[src/rtl/controller_mc_pkg.sv]
// Shared encodings for the multi-cycle MIPS controller: FSM states, opcodes,
// ALU funct codes, memory access sizes, trap causes and the strobe bundle.
package controller_mc_pkg;

   typedef enum logic [2:0] {
      ST_FETCH  = 3'd0,
      ST_DECODE = 3'd1,
      ST_EXEC   = 3'd2,
      ST_MEM    = 3'd3,
      ST_WB     = 3'd4,
      ST_TRAP   = 3'd5
   } state_t;

   typedef enum logic [2:0] {
      CL_RTYPE, CL_IMM, CL_BRANCH, CL_LOAD, CL_STORE, CL_J, CL_JAL, CL_ILLEGAL
   } iclass_t;

   localparam logic [5:0] OP_RTYPE = 6'h00;
   localparam logic [5:0] OP_J     = 6'h02;
   localparam logic [5:0] OP_JAL   = 6'h03;
   localparam logic [5:0] OP_BEQ   = 6'h04;
   localparam logic [5:0] OP_BNE   = 6'h05;
   localparam logic [5:0] OP_ADDI  = 6'h08;
   localparam logic [5:0] OP_ADDIU = 6'h09;
   localparam logic [5:0] OP_SLTI  = 6'h0A;
   localparam logic [5:0] OP_SLTIU = 6'h0B;
   localparam logic [5:0] OP_ANDI  = 6'h0C;
   localparam logic [5:0] OP_ORI   = 6'h0D;
   localparam logic [5:0] OP_XORI  = 6'h0E;
   localparam logic [5:0] OP_LUI   = 6'h0F;
   localparam logic [5:0] OP_LW    = 6'h23;
   localparam logic [5:0] OP_LBU   = 6'h24;
   localparam logic [5:0] OP_LHU   = 6'h25;
   localparam logic [5:0] OP_SB    = 6'h28;
   localparam logic [5:0] OP_SH    = 6'h29;
   localparam logic [5:0] OP_SW    = 6'h2B;

   localparam logic [5:0] FN_ADD  = 6'h20;
   localparam logic [5:0] FN_ADDU = 6'h21;
   localparam logic [5:0] FN_SUB  = 6'h22;
   localparam logic [5:0] FN_AND  = 6'h24;
   localparam logic [5:0] FN_OR   = 6'h25;
   localparam logic [5:0] FN_XOR  = 6'h26;
   localparam logic [5:0] FN_SLT  = 6'h2A;
   localparam logic [5:0] FN_SLTU = 6'h2B;

   localparam logic [1:0] SZ_BYTE = 2'b00;
   localparam logic [1:0] SZ_HALF = 2'b01;
   localparam logic [1:0] SZ_WORD = 2'b10;

   localparam logic [1:0] CAUSE_NONE    = 2'b00;
   localparam logic [1:0] CAUSE_ILLEGAL = 2'b01;
   localparam logic [1:0] CAUSE_TIMEOUT = 2'b10;

   typedef struct packed {
      logic       reg_write;
      logic       reg_dest;
      logic       mem_to_reg;
      logic       is_signed;
      logic       alu_src;
      logic       jump;
      logic       jal;
      logic       branch;
      logic       eq;
      logic       mem_read;
      logic       mem_write;
      logic       mem_is_signed;
      logic [1:0] mem_size;
      logic       iord;
      logic       ir_write;
      logic       pc_write;
      logic       pc_write_cond;
      logic       pc_exc;
      logic       trap;
      logic       instr_done;
   } ctl_t;

endpackage

[src/rtl/controller_mc_decode.sv]
// Combinational opcode classifier: instruction class, EXEC-stage ALU setup,
// memory access size/sign and the illegal-opcode flag.
module controller_mc_decode
   import controller_mc_pkg::*;
#(
   parameter int OP_WIDTH    = 6,
   parameter int ALUOP_WIDTH = 6
) (
   input  logic [OP_WIDTH-1:0]    opcode,
   output iclass_t                iclass,
   output logic [ALUOP_WIDTH-1:0] aluop,
   output logic                   alusrc,
   output logic                   is_signed,
   output logic                   br_eq,
   output logic [1:0]             size,
   output logic                   mem_signed,
   output logic                   illegal
);

   always_comb begin
      iclass     = CL_ILLEGAL;
      aluop      = '0;
      alusrc     = 1'b0;
      is_signed  = 1'b0;
      br_eq      = 1'b0;
      size       = SZ_BYTE;
      mem_signed = 1'b0;
      case (opcode)
         OP_WIDTH'(OP_RTYPE): iclass = CL_RTYPE;
         OP_WIDTH'(OP_J):     iclass = CL_J;
         OP_WIDTH'(OP_JAL):   iclass = CL_JAL;
         OP_WIDTH'(OP_BEQ), OP_WIDTH'(OP_BNE): begin
            iclass    = CL_BRANCH;
            aluop     = ALUOP_WIDTH'(FN_SUB);
            is_signed = 1'b1;
            br_eq     = (opcode == OP_WIDTH'(OP_BEQ));
         end
         // arithmetic immediates sign-extend, logical ones and lui zero-extend
         OP_WIDTH'(OP_ADDI):  begin iclass = CL_IMM; aluop = ALUOP_WIDTH'(FN_ADD);  alusrc = 1'b1; is_signed = 1'b1; end
         OP_WIDTH'(OP_ADDIU): begin iclass = CL_IMM; aluop = ALUOP_WIDTH'(FN_ADDU); alusrc = 1'b1; is_signed = 1'b1; end
         OP_WIDTH'(OP_SLTI):  begin iclass = CL_IMM; aluop = ALUOP_WIDTH'(FN_SLT);  alusrc = 1'b1; is_signed = 1'b1; end
         OP_WIDTH'(OP_SLTIU): begin iclass = CL_IMM; aluop = ALUOP_WIDTH'(FN_SLTU); alusrc = 1'b1; is_signed = 1'b1; end
         OP_WIDTH'(OP_ANDI):  begin iclass = CL_IMM; aluop = ALUOP_WIDTH'(FN_AND);  alusrc = 1'b1; end
         OP_WIDTH'(OP_ORI):   begin iclass = CL_IMM; aluop = ALUOP_WIDTH'(FN_OR);   alusrc = 1'b1; end
         OP_WIDTH'(OP_XORI):  begin iclass = CL_IMM; aluop = ALUOP_WIDTH'(FN_XOR);  alusrc = 1'b1; end
         OP_WIDTH'(OP_LUI):   begin iclass = CL_IMM; aluop = ALUOP_WIDTH'(FN_ADD);  alusrc = 1'b1; end
         OP_WIDTH'(OP_LW):  begin iclass = CL_LOAD;  size = SZ_WORD; mem_signed = 1'b1; end
         OP_WIDTH'(OP_LBU): begin iclass = CL_LOAD;  size = SZ_BYTE; end
         OP_WIDTH'(OP_LHU): begin iclass = CL_LOAD;  size = SZ_HALF; end
         OP_WIDTH'(OP_SB):  begin iclass = CL_STORE; size = SZ_BYTE; end
         OP_WIDTH'(OP_SH):  begin iclass = CL_STORE; size = SZ_HALF; end
         OP_WIDTH'(OP_SW):  begin iclass = CL_STORE; size = SZ_WORD; end
         default: ;
      endcase
      if (iclass == CL_LOAD || iclass == CL_STORE) begin
         aluop     = ALUOP_WIDTH'(FN_ADD);
         alusrc    = 1'b1;
         is_signed = 1'b1;
      end
      illegal = (iclass == CL_ILLEGAL);
   end

endmodule

[src/rtl/controller_mc.sv]
// Multi-cycle MIPS controller: FETCH/DECODE/EXEC/MEM/WB sequencing over a
// shared ready-handshaked memory port, with illegal-opcode and bus-timeout traps.
module controller_mc
   import controller_mc_pkg::*;
#(
   parameter int OP_WIDTH    = 6,
   parameter int ALUOP_WIDTH = 6,
   parameter int MEM_TIMEOUT = 15
) (
   input  logic                     clk,
   input  logic                     rst,
   input  logic [OP_WIDTH-1:0]      opcode,
   input  logic                     mem_ready,
   input  logic                     trap_ack,
   output logic [ALUOP_WIDTH-1:0]   ALUop,
   output logic                     regWrite,
   output logic                     regDest,
   output logic                     memToReg,
   output logic                     isSigned,
   output logic                     ALUsrc,
   output logic                     jump,
   output logic                     jal,
   output logic                     branch,
   output logic                     eq,
   output logic                     memRead,
   output logic                     memWrite,
   output logic                     memIsSigned,
   output logic [1:0]               memDataSize,
   output logic                     iorD,
   output logic                     irWrite,
   output logic                     pcWrite,
   output logic                     pcWriteCond,
   output logic                     pcExc,
   output logic                     trap,
   output logic [1:0]               trap_cause,
   output logic                     instr_done,
   output logic [2:0]               state,
   output logic [ALUOP_WIDTH+8:0]   combined
);

   localparam int CNT_W = (MEM_TIMEOUT < 2) ? 1 : $clog2(MEM_TIMEOUT);
   localparam logic [CNT_W-1:0] CNT_LAST = CNT_W'((MEM_TIMEOUT > 0) ? MEM_TIMEOUT - 1 : 0);

   state_t                   state_q, state_d;
   logic [CNT_W-1:0]         cnt_q, cnt_d;
   logic [1:0]               cause_q, cause_d;
   ctl_t                     ctl, ctl_o;
   logic [ALUOP_WIDTH-1:0]   alu_c;
   logic                     timeout;

   iclass_t                  dec_class;
   logic [ALUOP_WIDTH-1:0]   dec_aluop;
   logic                     dec_alusrc, dec_signed, dec_eq, dec_mem_signed, dec_illegal;
   logic [1:0]               dec_size;

   controller_mc_decode #(
      .OP_WIDTH    (OP_WIDTH),
      .ALUOP_WIDTH (ALUOP_WIDTH)
   ) u_decode (
      .opcode     (opcode),
      .iclass     (dec_class),
      .aluop      (dec_aluop),
      .alusrc     (dec_alusrc),
      .is_signed  (dec_signed),
      .br_eq      (dec_eq),
      .size       (dec_size),
      .mem_signed (dec_mem_signed),
      .illegal    (dec_illegal)
   );

   // A ready on the last allowed wait cycle completes the access instead of trapping.
   assign timeout = (MEM_TIMEOUT != 0) && !mem_ready && (cnt_q == CNT_LAST);

   always_comb begin
      state_d = state_q;
      cause_d = cause_q;
      ctl     = '0;
      alu_c   = '0;
      case (state_q)
         ST_FETCH: begin
            ctl.mem_read = 1'b1;
            ctl.mem_size = SZ_WORD;
            if (mem_ready) begin
               ctl.ir_write = 1'b1;
               ctl.pc_write = 1'b1;
               state_d      = ST_DECODE;
            end else if (timeout) begin
               state_d = ST_TRAP;
               cause_d = CAUSE_TIMEOUT;
            end
         end
         ST_DECODE: begin
            if (dec_illegal) begin
               state_d = ST_TRAP;
               cause_d = CAUSE_ILLEGAL;
            end else if (dec_class == CL_J || dec_class == CL_JAL) begin
               ctl.jump       = 1'b1;
               ctl.jal        = (dec_class == CL_JAL);
               ctl.reg_write  = (dec_class == CL_JAL);
               ctl.pc_write   = 1'b1;
               ctl.instr_done = 1'b1;
               state_d        = ST_FETCH;
            end else begin
               state_d = ST_EXEC;
            end
         end
         ST_EXEC: begin
            alu_c         = dec_aluop;
            ctl.alu_src   = dec_alusrc;
            ctl.is_signed = dec_signed;
            if (dec_class == CL_BRANCH) begin
               ctl.branch        = 1'b1;
               ctl.pc_write_cond = 1'b1;
               ctl.eq            = dec_eq;
               ctl.instr_done    = 1'b1;
               state_d           = ST_FETCH;
            end else if (dec_class == CL_LOAD || dec_class == CL_STORE) begin
               state_d = ST_MEM;
            end else begin
               state_d = ST_WB;
            end
         end
         ST_MEM: begin
            ctl.iord          = 1'b1;
            ctl.mem_size      = dec_size;
            ctl.mem_read      = (dec_class == CL_LOAD);
            ctl.mem_write     = (dec_class != CL_LOAD);
            ctl.mem_is_signed = (dec_class == CL_LOAD) && dec_mem_signed;
            if (mem_ready) begin
               ctl.instr_done = (dec_class != CL_LOAD);
               state_d        = (dec_class == CL_LOAD) ? ST_WB : ST_FETCH;
            end else if (timeout) begin
               state_d = ST_TRAP;
               cause_d = CAUSE_TIMEOUT;
            end
         end
         ST_WB: begin
            ctl.reg_write  = 1'b1;
            ctl.reg_dest   = (dec_class == CL_RTYPE);
            ctl.mem_to_reg = (dec_class == CL_LOAD);
            ctl.instr_done = 1'b1;
            state_d        = ST_FETCH;
         end
         ST_TRAP: begin
            ctl.trap = 1'b1;
            if (trap_ack) begin
               ctl.pc_exc   = 1'b1;
               ctl.pc_write = 1'b1;
               cause_d      = CAUSE_NONE;
               state_d      = ST_FETCH;
            end
         end
         default: state_d = ST_FETCH;
      endcase
   end

   assign cnt_d = ((state_q == ST_FETCH || state_q == ST_MEM) && state_d == state_q)
                  ? cnt_q + 1'b1 : '0;

   always_ff @(posedge clk) begin
      if (rst) begin
         state_q <= ST_FETCH;
         cnt_q   <= '0;
         cause_q <= CAUSE_NONE;
      end else begin
         state_q <= state_d;
         cnt_q   <= cnt_d;
         cause_q <= cause_d;
      end
   end

   // Reset blanks every output immediately, so an abandoned instruction commits nothing.
   assign ctl_o       = rst ? '0 : ctl;
   assign ALUop       = rst ? '0 : alu_c;
   assign trap_cause  = rst ? CAUSE_NONE : cause_q;
   assign state       = rst ? 3'd0 : state_q;
   assign regWrite    = ctl_o.reg_write;
   assign regDest     = ctl_o.reg_dest;
   assign memToReg    = ctl_o.mem_to_reg;
   assign isSigned    = ctl_o.is_signed;
   assign ALUsrc      = ctl_o.alu_src;
   assign jump        = ctl_o.jump;
   assign jal         = ctl_o.jal;
   assign branch      = ctl_o.branch;
   assign eq          = ctl_o.eq;
   assign memRead     = ctl_o.mem_read;
   assign memWrite    = ctl_o.mem_write;
   assign memIsSigned = ctl_o.mem_is_signed;
   assign memDataSize = ctl_o.mem_size;
   assign iorD        = ctl_o.iord;
   assign irWrite     = ctl_o.ir_write;
   assign pcWrite     = ctl_o.pc_write;
   assign pcWriteCond = ctl_o.pc_write_cond;
   assign pcExc       = ctl_o.pc_exc;
   assign trap        = ctl_o.trap;
   assign instr_done  = ctl_o.instr_done;
   assign combined    = {ALUop, regWrite, regDest, memToReg, isSigned, ALUsrc,
                         jump, branch, memRead, memWrite};

endmodule

[config.mk]
export PLATFORM = sky130hd
export DESIGN_NAME = controller_mc
export DESIGN_NICKNAME = d
export VERILOG_FILES = /design/src/rtl/controller_mc_pkg.sv /design/src/rtl/controller_mc_decode.sv /design/src/rtl/controller_mc.sv
export SDC_FILE = /design/constraint.sdc
export NUM_CORES = 1
export LEC_CHECK = 0
export BUFFER_PORTS_ARGS = -buffer_cell sky130_fd_sc_hd__buf_2
export CORE_MARGIN = 3
export CORE_UTILIZATION = 25
export DETAILED_ROUTE_END_ITERATION = 10
export PLACE_DENSITY = 0.59
export RECOVER_POWER = 25
export SYNTH_ARGS = -nofsm -noshare
export SYNTH_HDL_FRONTEND = slang
export SYNTH_SLANG_ARGS = --single-unit
[constraint.sdc]
create_clock -name clk -period 4.5 [get_ports clk]
set_clock_uncertainty 0.1 [all_clocks]
set_input_delay 0.9 -clock clk [delete_from_list [all_inputs] [get_ports clk]]
set_output_delay 0.9 -clock clk [all_outputs]
set_load 0.01 [all_outputs]
==> metrics.yaml, run 1 <==
sta:
  min_period_ns: 3.86
  setup_violations: 0
  tightest_slew_ns: 0.700
  slew-limit-headroom_pct: 53.4
  clock.fmax_ghz: 0.259
  finalCritPeriodShare_pct: 85.8
  slew_viol_final: 0
  rsz0062_at_grt: "false"
  finalSetupTns_ns: 0
  timing_hold_violations_final: 0
clock_network:
  cts_made_buffers: 3
  clock_latency_ns: 0.24
  htree_num_levels: 1
  hold_buffers: 0
  cts.sink_count: 9
  cts_tree: "yes"
  clkTransAtPathRegs_ns: 0.04
  clockBufferDepth: 2
  post_cts_setup_buffer_count: 0
  post_cts.resized_instances: 0
  cts-root-buf: "clkbuf_8"
worst_setup_path:
  cp-end-kind: "primary output"
  timing.critical_path.fanout_max: 17
  critical_path_arrival_ns: 2.86
  critPathKind: "primary input to primary output"
  worst_setup_path_start_kind: "primary input"
  required_ns: 3.50
routing:
  remaining_design_rule_violation_count: 0
  totalWireLength_mm: 3.86
  route.detailed.vias_per_inst: 5.12
  first_pass_iters: 4
  drt-wirelength-per-cell_um: 13.3
  vias: 1491
  drt.antenna.violating_nets: 0
  first_iter_violations: 146
outcome:
  status: "finished clean"
die:
  fp.dieArea_um2: 6250
  die_height_um: 79.0
  die-width_um: 79.0
  core_um2: 4940
  pin_count: 57
  initial_core_util_pct: 27.0
  fp-row-count: 25
synth:
  async_reset_ff_share_pct: 0
  synth_top_area_share_pct: 13.5
  synthDistinctLibCells: 52
  synthesized_area_um2: 1330
  post-synth-top-area-cell: "dfxtp_1"
  ys_dominant_reg_cell: "dfxtp_1"
  portion_of_the_post_synthesis_area_used_by_sequential_elements_pct: 13.5
  ys_seq_elements: 9
  netlist_top_cells_area: "dfxtp_1 14%, buf_4 11%, a21oi_1 6.0%"
  synth.most_common_cell: "nor2_1"
  netlist_instances: 197
  synth_edf_count: 0
  synthTopCellsByCount: "21 x nor2_1, 19 x buf_4, 16 x a21oi_1, 15 x nor3_1, 14 x nand2_1"
  syn_area_per_cell_um2: 6.77
  synth.yosys.warnings: 0
power:
  leakage_uw: 0.000666
  power.density_cell_area_nw_per_um2: 203
  irDropWorstVdd_v: 0.0000812
cells_and_area:
  number_of_filler_cells_placed_in_the_layout: 581
  final_cell_area_um2: 1520
  multiInputGateArea_um2: 910
  antennaDiodeCount: 0
  finalNetCount: 237
  layout-drive-gt1-share_pct: 28.1
  synthToLayoutAreaGrowth_pct: 13.9
  fin_cells: 291
  area.sequential_um2: 180
place:
  routability_cong: 0.832
  dp_hpwl_mm: 2.99
  io_buffers: 54
  numPlacedInstances: 287
  detailed_place.area_um2: 1480
global_route:
  grtUsageTotal_pct: 12.3
  grt_start_max_net_pins: 19
  grt_pass1_vias: 1316
  antenna_found_initial: 0
  grt_overflow: 0
  grt_first_pass_wirelength_mm: 6.38
job:
  cap_viol_max_count: 0
min_path:
  min-delay-path-class: "register to register"
## path summary, 6_finish.rpt
kind	startpoint	end	slack, ns	cells after the start
setup reg to reg	state_q[1]	cnt_q[1]	2.44	5
hold / removal	cnt_q[0]	cnt_q[0]	0.38	1
hold reg to reg	cnt_q[0]	cnt_q[0]	0.38	1
setup / recovery	opcode[2]	pcWrite	0.64	7
## cell families after synthesis
family	after synthesis	share of synthesized area [%]
AOI/OAI and AO/OA	53	28.3
adders and majority gates	2	1.88
buffers and inverters	41	18.6
xor gates and xnor gates	2	1.31
DFF	9	13.5
and+or+nand+nor	89	36.1
other	1	0.281
## state kept, by name, summed over array words and instances (netlist names)
name / count
cnt_q: 4
cause_q: 2
state_q: 3
## power by group
group          leakage [µW]  switching (µW)  internal (µW)  total, µW
combinational      0.000570            70.3           40.7        111
sequential        0.0000733            14.0           86.0        100
clock             0.0000228            35.6           62.0       97.7
## worst max-delay path, stage by stage
cell and delay [ns]:
clkbuf_1 0.52, nor2b_1 0.16, a21oi_2 0.17, o221ai_1 0.16
or4_4 0.57, a311oi_2 0.21, buf_2 0.17
## layer usage
metal  share of wire [%]  global-route usage (%)
met1                  45                    16.2
met2                  46                    19.4
met3                 8.1                    3.97
met4                 1.1                    2.92
met5                   0                       0
## final cells by class
cell class	instances	area share, %
Clock buffer	4	2.97
Inverter	9	2.39
Multi-Input combinational cell	148	59.9
Sequential cell	9	11.9
Tap cell	67	5.52
Timing Repair Buffer	54	17.4
## per-stage QoR
| stage | hold slack, ns | power (µW) | util (%) | worst slack [ns] |
|---|---|---|---|---|
| detailed placement | 0.384 | 213 | 29.9 | 0.884 |
| floorplan | 0.351 | 188 | - | 1.07 |
| finish | 0.384 | 309 | 30.7 | 0.637 |
| global route | 0.435 | 335 | 30.7 | 0.475 |
| CTS | 0.390 | 313 | 30.9 | 0.883 |
| global placement | 0.374 | 213 | 29.9 | 0.923 |
## cell usage in the layout (no fill, tap or decap), types with 4 or more instances in the layout
master / instances
buf_2: 49
clkbuf_1: 6
and2_1: 4
nand2_1: 14
a21oi_1: 16
nor2_1: 21
nor2b_1: 5
nor3_1: 15
nand2b_1: 6
dfxtp_1: 9
o21ai_0: 9
a31oi_1: 7
inv_1: 8
(Power assumes the default switching activity.)
==> run 2: changes to the inputs <==
--- a/config.mk
+++ b/config.mk
@@ -5,11 +5,12 @@
 export SDC_FILE = /design/constraint.sdc
 export NUM_CORES = 1
 export LEC_CHECK = 0
+export ABC_AREA = 1
 export BUFFER_PORTS_ARGS = -buffer_cell sky130_fd_sc_hd__buf_2
 export CORE_MARGIN = 3
 export CORE_UTILIZATION = 25
 export DETAILED_ROUTE_END_ITERATION = 10
-export PLACE_DENSITY = 0.59
+export PLACE_DENSITY = 0.6
 export RECOVER_POWER = 25
 export SYNTH_ARGS = -nofsm -noshare
 export SYNTH_HDL_FRONTEND = slang
==> metrics.yaml, run 2 <==
synth:
  synth.yosys.warnings: 0  # unchanged
  post-synth-top-area-cell: "dfxtp_1"
  netlist_instances: 205  # +4.1%
  synthesized_area_um2: 1250  # -6.3%
  netlist_top_cells_area: "dfxtp_1 14%, buf_4 10%, nand2_1 9.6%"
  ys_seq_elements: 9  # unchanged
  synthDistinctLibCells: 34  # -35%
  synth_edf_count: 0  # unchanged
  ys_dominant_reg_cell: "dfxtp_1"
  portion_of_the_post_synthesis_area_used_by_sequential_elements_pct: 14.4  # +0.91 points
  synth_top_area_share_pct: 14.4  # +0.91 points
  synth.most_common_cell: "nand2_1"
  syn_area_per_cell_um2: 6.10  # -9.9%
  async_reset_ff_share_pct: 0  # unchanged
  synthTopCellsByCount: "32 x nand2_1, 30 x inv_1, 30 x nor2_1, 17 x buf_4, 15 x nand3_1"
sta:
  finalCritPeriodShare_pct: 73.6  # -12 points
  slew_viol_final: 0  # unchanged
  slew-limit-headroom_pct: 51.4  # -1.9 points
  tightest_slew_ns: 0.729  # +0.0292 ns
  timing_hold_violations_final: 0  # unchanged
  min_period_ns: 3.31  # -0.549 ns
  fin_worst_hold_slack_ns: 0.385  # +0.000378 ns
  rsz0062_at_grt: "false"
  finalSetupTns_ns: 0  # unchanged
  setup_violations: 0  # unchanged
  clock.fmax_ghz: 0.302  # +17%
die:
  core_um2: 4790  # -3.2%
  fp-row-count: 25  # unchanged
  die-width_um: 76.7  # -2.9%
  initial_core_util_pct: 26.1  # -0.87 points
  pin_count: 57  # unchanged
  die_height_um: 76.7  # -2.9%
  fp.dieArea_um2: 5880  # -5.8%
place:
  dp_hpwl_mm: 2.81  # -5.8%
  routability_cong: 0.884  # +6.3%
  io_buffers: 54  # unchanged
  numPlacedInstances: 308  # +7.3%
worst_setup_path:
  timing.critical_path.fanout_max: 6  # -11
  required_ns: 3.50  # about the same
  reg2regPathDepth: 13  # +8
  r2r_slack_ns: 2.63  # +0.19 ns
  startpoint: "opcode[3]"
  timing.rr.end: "cnt_q[1]"
  critPathKind: "primary input to primary output"
  timing.rr.start: "state_q[1]"
  cp-end-kind: "primary output"
  critical_path_arrival_ns: 2.31  # -0.55 ns
  worst_setup_path_start_kind: "primary input"
  setup.worst_path.end: "regWrite"
cells_and_area:
  finalNetCount: 258  # +8.9%
  fin_cells: 312  # +7.2%
  synthToLayoutAreaGrowth_pct: 18.4
  largest_register: "cnt_q"
  mostFrequentLayoutCell: "buf_2"
  largest_reg_flops: 4  # unchanged
  layout-drive-gt1-share_pct: 34.3  # +6.2 points
  finalCoreUtilization_pct: 30.9  # +0.19 points
  antennaDiodeCount: 0  # unchanged
  most-common-layout-cells: "50 x buf_2, 34 x nand2_1, 31 x nor2_1, 30 x inv_1, 18 x nand3_1"
  reg_top3: "cnt_q x4, state_q x3, cause_q x2"
power:
  net_switching_uw: 117  # -2.1%
  leakage_uw: 0.000829  # +24%
  switching_share_pct: 38.7  # -0.18 points
  clockPowerShare_pct: 31.0  # -0.6 points
  irDropWorstVdd_v: 0.000134  # +64%
  report.power.total_uw: 304  # -1.6%
  share_seq_of_total_power_pct: 30.6  # -1.8 points
  p_int_uw: 186  # -1.3%
  combPwrFrac_pct: 38.3  # +2.3 points
  power.density_cell_area_nw_per_um2: 205  # +0.98%
clock_network:
  post_cts_setup_buffer_count: 0  # unchanged
  clockBufferDepth: 2  # unchanged
  clkTransAtPathRegs_ns: 0.05  # about the same
  htree_num_levels: 1  # unchanged
  cts-root-buf: "clkbuf_8"
  hold_buffers: 0  # unchanged
  cts_tree: "yes"
  clock_latency_ns: 0.23  # about the same
  cts_made_buffers: 3  # unchanged
  cts.sink_count: 9  # unchanged
  post_cts.resized_instances: 0  # unchanged
global_route:
  grt_pass1_vias: 1309  # -0.53%
  grt_first_pass_wirelength_mm: 5.95  # -6.6%
  antenna_found_initial: 0  # unchanged
  grtUsageTotal_pct: 11.9  # -0.40 points
  grt_overflow: 0  # unchanged
  grt_start_max_net_pins: 19  # unchanged
routing:
  drt.antenna.violating_nets: 0  # unchanged
  vias: 1376  # -7.7%
  route.detailed.vias_per_inst: 4.41  # -14%
  totalWireLength_mm: 3.30  # -15%
  drt-wirelength-per-cell_um: 10.6  # -20%
  first_pass_iters: 4  # unchanged
  first_iter_violations: 80  # -45%
  remaining_design_rule_violation_count: 0  # unchanged
min_path:
  min-delay-path-class: "register to register"
  holdCritStartpoint: "cnt_q[0]"
outcome:
  status: "finished clean"
job:
  cap_viol_max_count: 0  # unchanged
## run 2: cell type report
class / instances / area [µm²]
fillers: 557 / 3310
clock buffers: 4 / 45.0
well taps: 67 / 83.8
flip-flops and latches: 9 / 180
repair buffers: 54 / 265
inverters: 37 / 140
multi-input cells: 141 / 766
## run 2: routing by layer
metal,up-vias,routed length [µm],GRT usage [%]
met5,-,0,0
met4,0,23,2.54
met3,4,179,2.82
met2,33,1540,19.3
met1,619,1550,15.9
li1,720,-,-
## run 2: critical path, cell delays in order
cell and delay [ns]:
buf_2 0.14, nor2_1 0.26, nand3_1 0.14, nand2_1 0.18
nor2_4 0.07, nand2_2 0.08, o211ai_2 0.11, nor3b_2 0.19
a21o_1 0.12, buf_2 0.13
## run 2: cells by family (layout without fill, tap and decap cells)
| kind of cell | after synthesis | count (layout) | share of synthesized area, % |
|---|---|---|---|
| AND/OR/NAND/NOR | 116 | 116 | 50.1 |
| XOR/XNOR | 2 | 2 | 1.40 |
| adder cells (fa/ha/maj) | 2 | 2 | 2.00 |
| buffers and inverters | 56 | 95 | 22.0 |
| flip-flops | 9 | 9 | 14.4 |
| other | 1 | 2 | 0.300 |
| AO/OA/AOI/OAI | 19 | 19 | 9.71 |
## run 2: worst min-delay path by stage
stage	to	cells after the start
6_report	cnt_q[0]	1
5_1_grt	cnt_q[0]	1
4_1_cts	cnt_q[0]	1
3_5_place_dp	cnt_q[0]	1
3_3_place_gp	cnt_q[0]	1
2_1_floorplan	cnt_q[0]	1
## run 2: metrics by stage
| step | cell area [µm²] | worst slack, ns |
|---|---|---|
| final | 1480 | 1.19 |
| after global routing | 1480 | 0.968 |
| after CTS | 1520 | 1.19 |
| after detailed placement | 1470 | 1.20 |
| after global placement | 1470 | 1.25 |
| after floorplan | 1250 | 1.32 |
## run 2: power groups by stage
stage	clock, µW	combinational (µW)	sequential [µW]
final	94.3	116	93.1
after global routing	103	134	93.9
after CTS	98.3	122	93.4
after detailed placement	0	122	94.8
after global placement	0	121	94.9
after floorplan	0	92.0	93.7
